`src/rtl/serial_add_pkg.sv`:
```
// Shared definitions for the serial nibble adder: slice width and FSM state encoding.
package serial_add_pkg;

    localparam int unsigned NIBBLE_W = 4;

    typedef enum logic [1:0] {
        IDLE = 2'd0,
        ADD  = 2'd1,
        DONE = 2'd2
    } state_e;

endpackage

```
`src/rtl/nibble_add4.sv`:
```
// Combinational 4-bit ripple-carry adder slice.
// Ports: a, b - addend nibbles; cin - carry in; s - sum nibble; co - carry out.
module nibble_add4
    import serial_add_pkg::*;
(
    input  logic [NIBBLE_W-1:0] a,
    input  logic [NIBBLE_W-1:0] b,
    input  logic                cin,
    output logic [NIBBLE_W-1:0] s,
    output logic                co
);

    logic [NIBBLE_W:0] c;

    // Full-adder chain, bit 0 first.
    always_comb begin
        c    = '0;
        s    = '0;
        c[0] = cin;
        for (int i = 0; i < int'(NIBBLE_W); i++) begin
            s[i]   = a[i] ^ b[i] ^ c[i];
            c[i+1] = (a[i] & b[i]) | (c[i] & (a[i] ^ b[i]));
        end
        co = c[NIBBLE_W];
    end

endmodule

```
`src/rtl/serial_nibble_adder.sv`:
```
// Multi-word adder that reuses one 4-bit ripple slice, one nibble per cycle, LSB first.
// Ports:
//   clk, rst_n         - clock, asynchronous active-low reset
//   in_valid/in_ready  - operand handshake (op_a, op_b, cin captured on acceptance)
//   out_valid/out_ready- result handshake (sum, cout held until consumed)
//   busy               - high while an operation is in ADD or DONE
module serial_nibble_adder
    import serial_add_pkg::*;
#(
    parameter  int unsigned NIBBLES = 4,
    localparam int unsigned W       = NIBBLE_W * NIBBLES
) (
    input  logic         clk,
    input  logic         rst_n,
    input  logic         in_valid,
    output logic         in_ready,
    input  logic [W-1:0] op_a,
    input  logic [W-1:0] op_b,
    input  logic         cin,
    output logic         out_valid,
    input  logic         out_ready,
    output logic [W-1:0] sum,
    output logic         cout,
    output logic         busy
);

    localparam int unsigned IW = (NIBBLES > 1) ? $clog2(NIBBLES) : 1;

    state_e        state_q, state_d;
    logic [IW-1:0] idx_q, idx_d;
    logic [W-1:0]  a_q, a_d;
    logic [W-1:0]  b_q, b_d;
    logic [W-1:0]  sum_q, sum_d;
    logic          carry_q, carry_d;
    logic          cout_q, cout_d;
    logic          in_ready_q, out_valid_q, busy_q;

    logic [31:0]         bit_off;
    logic [NIBBLE_W-1:0] nib_a, nib_b, nib_s;
    logic                nib_co;

    // Select the current nibble of each captured operand.
    always_comb begin
        bit_off = 32'(idx_q) * 32'(NIBBLE_W);
        nib_a   = NIBBLE_W'(a_q >> bit_off);
        nib_b   = NIBBLE_W'(b_q >> bit_off);
    end

    nibble_add4 u_nibble_add4 (
        .a   (nib_a),
        .b   (nib_b),
        .cin (carry_q),
        .s   (nib_s),
        .co  (nib_co)
    );

    // Next-state and datapath update.
    always_comb begin
        state_d = state_q;
        idx_d   = idx_q;
        a_d     = a_q;
        b_d     = b_q;
        sum_d   = sum_q;
        carry_d = carry_q;
        cout_d  = cout_q;

        unique case (state_q)
            IDLE: begin
                if (in_valid) begin
                    a_d     = op_a;
                    b_d     = op_b;
                    carry_d = cin;
                    idx_d   = '0;
                    sum_d   = '0;
                    state_d = ADD;
                end
            end
            ADD: begin
                // sum was cleared on acceptance, so OR-ing each slice in is enough.
                sum_d   = sum_q | (W'(nib_s) << bit_off);
                carry_d = nib_co;
                idx_d   = idx_q + IW'(1);
                if (idx_q == IW'(NIBBLES - 1)) begin
                    cout_d  = nib_co;
                    state_d = DONE;
                end
            end
            DONE: begin
                if (out_ready) begin
                    state_d = IDLE;
                end
            end
            default: state_d = IDLE;
        endcase
    end

    // State, datapath and handshake flags; flags are registered images of the next state.
    always_ff @(posedge clk or negedge rst_n) begin
        if (!rst_n) begin
            state_q     <= IDLE;
            idx_q       <= '0;
            a_q         <= '0;
            b_q         <= '0;
            sum_q       <= '0;
            carry_q     <= 1'b0;
            cout_q      <= 1'b0;
            in_ready_q  <= 1'b1;
            out_valid_q <= 1'b0;
            busy_q      <= 1'b0;
        end else begin
            state_q     <= state_d;
            idx_q       <= idx_d;
            a_q         <= a_d;
            b_q         <= b_d;
            sum_q       <= sum_d;
            carry_q     <= carry_d;
            cout_q      <= cout_d;
            in_ready_q  <= (state_d == IDLE);
            out_valid_q <= (state_d == DONE);
            busy_q      <= (state_d != IDLE);
        end
    end

    assign in_ready  = in_ready_q;
    assign out_valid = out_valid_q;
    assign busy      = busy_q;
    assign sum       = sum_q;
    assign cout      = cout_q;

endmodule

```
`config.mk`:
```
export PLATFORM = sky130hd
export DESIGN_NAME = serial_nibble_adder
export DESIGN_NICKNAME = d
export VERILOG_FILES = /design/src/rtl/serial_add_pkg.sv /design/src/rtl/nibble_add4.sv /design/src/rtl/serial_nibble_adder.sv
export SDC_FILE = /design/constraint.sdc
export NUM_CORES = 1
export LEC_CHECK = 0
export CAP_MARGIN = 0
export CORE_ASPECT_RATIO = 0.6
export CORE_MARGIN = 5
export CORE_UTILIZATION = 45
export CTS_CLUSTER_DIAMETER = 40
export DETAILED_ROUTE_END_ITERATION = 10
export DONT_BUFFER_PORTS = 1
export PLACE_DENSITY = 0.67
export SETUP_SLACK_MARGIN = 0.3
export SLEW_MARGIN = 30
export SYNTH_ARGS = -nofsm -noshare
export SYNTH_HDL_FRONTEND = slang
export SYNTH_HIERARCHICAL = 1
export SYNTH_SLANG_ARGS = --single-unit
```
`constraint.sdc`:
```
create_clock -name clk -period 3.43 [get_ports clk]
set_input_delay 0.686 -clock clk [delete_from_list [all_inputs] [get_ports clk]]
set_output_delay 0.686 -clock clk [all_outputs]
set_load 0.1 [all_outputs]
```
==> impl_metrics.ini <==
[run_status]
status = finished clean

[drt]
route.detailed.drc = 0
viasPerCell = 5.32
firstDrtPassIters = 4
routedWlPerCell_um = 19.5
drt-total-wl_um = 5020
drt-initial-drc-count = 69
num_vias = 1368
drtAntennaViolNets = 0

[cts]
clk_path_buf_depth = 2
cts_tree = yes
clk_latency_ps = 320
post_cts_buffers = 0
hold_buffers = 0
path_clk_slew_ps = 60
numCtsBuffers = 9
clock-sinks = 57
root_buffer = clkbuf_8
cts_resized = 0
htree_levels = 3

[critical_path]
critical_path_class = flop to flop
start_kind = flop
cp_top_family = adder cells
critPathMaxStageDelay_ps = 540
cp.arrival_ps = 3130
crit_buf_inv = 4
cp-end-kind = flop
crit_fanout = 4
crit_slowest_cell = mux4_2
worstPathRequired_ps = 3690
path_cells = mux4_2 > fa_1 > inv_1 > fa_1 > inv_1 > fa_1 > inv_1 > fa_1 > inv_1 > a22o_1

[global_route]
grt_max_degree = 58
antenna_found_initial = 0
grt_overflow = 0
grt_pass1_wl_um = 8050
grtUsageTotal_pct = 15.0
grt_pass1_vias = 1515

[yosys]
synth_common_cells = dfrtp_1 (56), mux2_4 (30), a22o_1 (16), inv_1 (11), mux4_2 (8)
yosys.cell_count.top_type = dfrtp_1
synth_top_cell_by_area = dfrtp_1
avgSynthCellArea_um2 = 15.6
async_flop_share_pct = 100
synth.distinct_cells = 29
synth-edff-count = 0
synth-seq-cells = 57
ys_seq_area_share_pct = 54.7
synth_flop_cell = dfrtp_1
netlist.area_leader.share_pct = 53.7
synthCells = 167
synth_area_leaders = dfrtp_1 (54%), mux2_4 (17%), mux4_2 (6.9%)
ys.warnings.count = 6
synth_nets = 209
synth_area_um2 = 2610

[placed_design]
dp_hpwl_um = 3660
port_buffers = 0
dp_worst_setup_slack_ps = 556
gp_congestion = 0.698
place_area_um2 = 2660

[final_layout]
n_antenna_cell = 0
fin_area_um2 = 2850
final_util_pct = 51.0
fillers = 455
drive_above_1_share_pct = 36.2
area_delta_synth_final_pct = 9.40
nets = 214

[run]
maxCapViolCount = 0

[sta]
max_slew_margin_pct = 37.0
setup_ws_ps = 560
fin_skew_ps = 5.95
setup_viol = 0
fin_crit_sh_pct = 83.7
tightest_slew_ps = 946
setup_tns_ps = 0
min_period_ps = 2870
rsz0062_at_grt = no
hold_viol = 0
fmax_mhz = 348
drv_slew = 0

[floorplanning]
die_w_um = 108
core_um2 = 5600
rows = 21
pin_count = 57
dieArea_um2 = 7470
start_util_pct = 46.6
die_y_um = 69.0

[worst_hold_path]
hp-class = input pin to async pin
==> logic make-up after synthesis <==
logic type / Yosys count / share of synthesized area [%]
and+or+nand+nor: 23 / 5.42
muxes: 42 / 25.9
DFF: 57 / 54.7
adders and majority gates: 5 / 3.55
AOI/OAI and AO/OA: 20 / 6.23
buffers and inverters: 20 / 4.22
==> cells in the final DEF (no fill, tap or decap), types with 2 or more instances in the layout <==
cell	n
a21oi_1	2
a22o_1	16
buf_4	3
clkbuf_1	3
clkbuf_8	10
clkinv_2	2
dfrtp_1	56
fa_1	4
inv_1	11
mux2_2	3
mux2_4	30
mux4_2	8
nand2_1	5
nand2b_1	2
nor2_1	6
nor3b_2	2
==> stage by stage <==
| stage | hold WS (ps) | cells |
|---|---|---|
| 3_3_place_gp | 392 | 241 |
| 5_1_grt | 14.0 | 257 |
| 4_1_cts | 27.6 | 257 |
| 2_1_floorplan | 390 | 167 |
| 6_report | 52.5 | 257 |
| 3_5_place_dp | 392 | 241 |
==> state kept, by name, summed over array words and instances, names as in the netlist, 2 cells and up <==
register,cells
a_q,16
b_q,16
sum,16
idx_q,2
state_q,2
==> cell type report <==
| class | instances | area [um^2] | area share, % |
|---|---|---|---|
| Sequential cell | 57 | 1430 | 50.0 |
| Timing Repair Buffer | 3 | 22.5 | 0.789 |
| Tap cell | 80 | 100 | 3.51 |
| Multi-Input combinational cell | 90 | 1070 | 37.6 |
| Clock buffer | 13 | 149 | 5.22 |
| Inverter | 11 | 41.3 | 1.45 |
| Clock inverter | 3 | 40.0 | 1.40 |
==> metal layers <==
metal,GRT usage (%),up-vias,part of all wire (%)
li1,-,610,-
met1,18.3,706,43
met2,23.8,46,49
met3,6.42,6,6.8
met4,6.14,0,1.2
met5,0,-,0
==> worst paths after layout <==
check | cells past startpoint | from | end | slack (ps)
worst max register to register | 10 | idx_q[0]$_DFFE_PN0P_ | sum[15]$_DFFE_PN0P_ | 560
max in group asynchronous | 0 | rst_n | in_ready$_DFF_PN1_ | 3200
min in group clk | 1 | op_a[6] | a_q[6]$_DFFE_PN0P_ | 500
worst min-delay path | 0 | rst_n | sum[2]$_DFFE_PN0P_ | 50
worst min register to register | 1 | b_q[1]$_DFFE_PN0P_ | b_q[1]$_DFFE_PN0P_ | 500
worst max-delay path | 10 | idx_q[0]$_DFFE_PN0P_ | sum[15]$_DFFE_PN0P_ | 560
==> worst register-to-register path, stage by stage (launching register included) <==
cell and delay (ps):
dfrtp_1 420, mux4_2 540, fa_1 430, inv_1 80, fa_1 170, inv_1 50, fa_1 350, inv_1 70
fa_1 410, inv_1 130, a22o_1 160
Power is not shown: default switching activity piles up to over one toggle a cycle in this logic, so the estimate is an artifact.
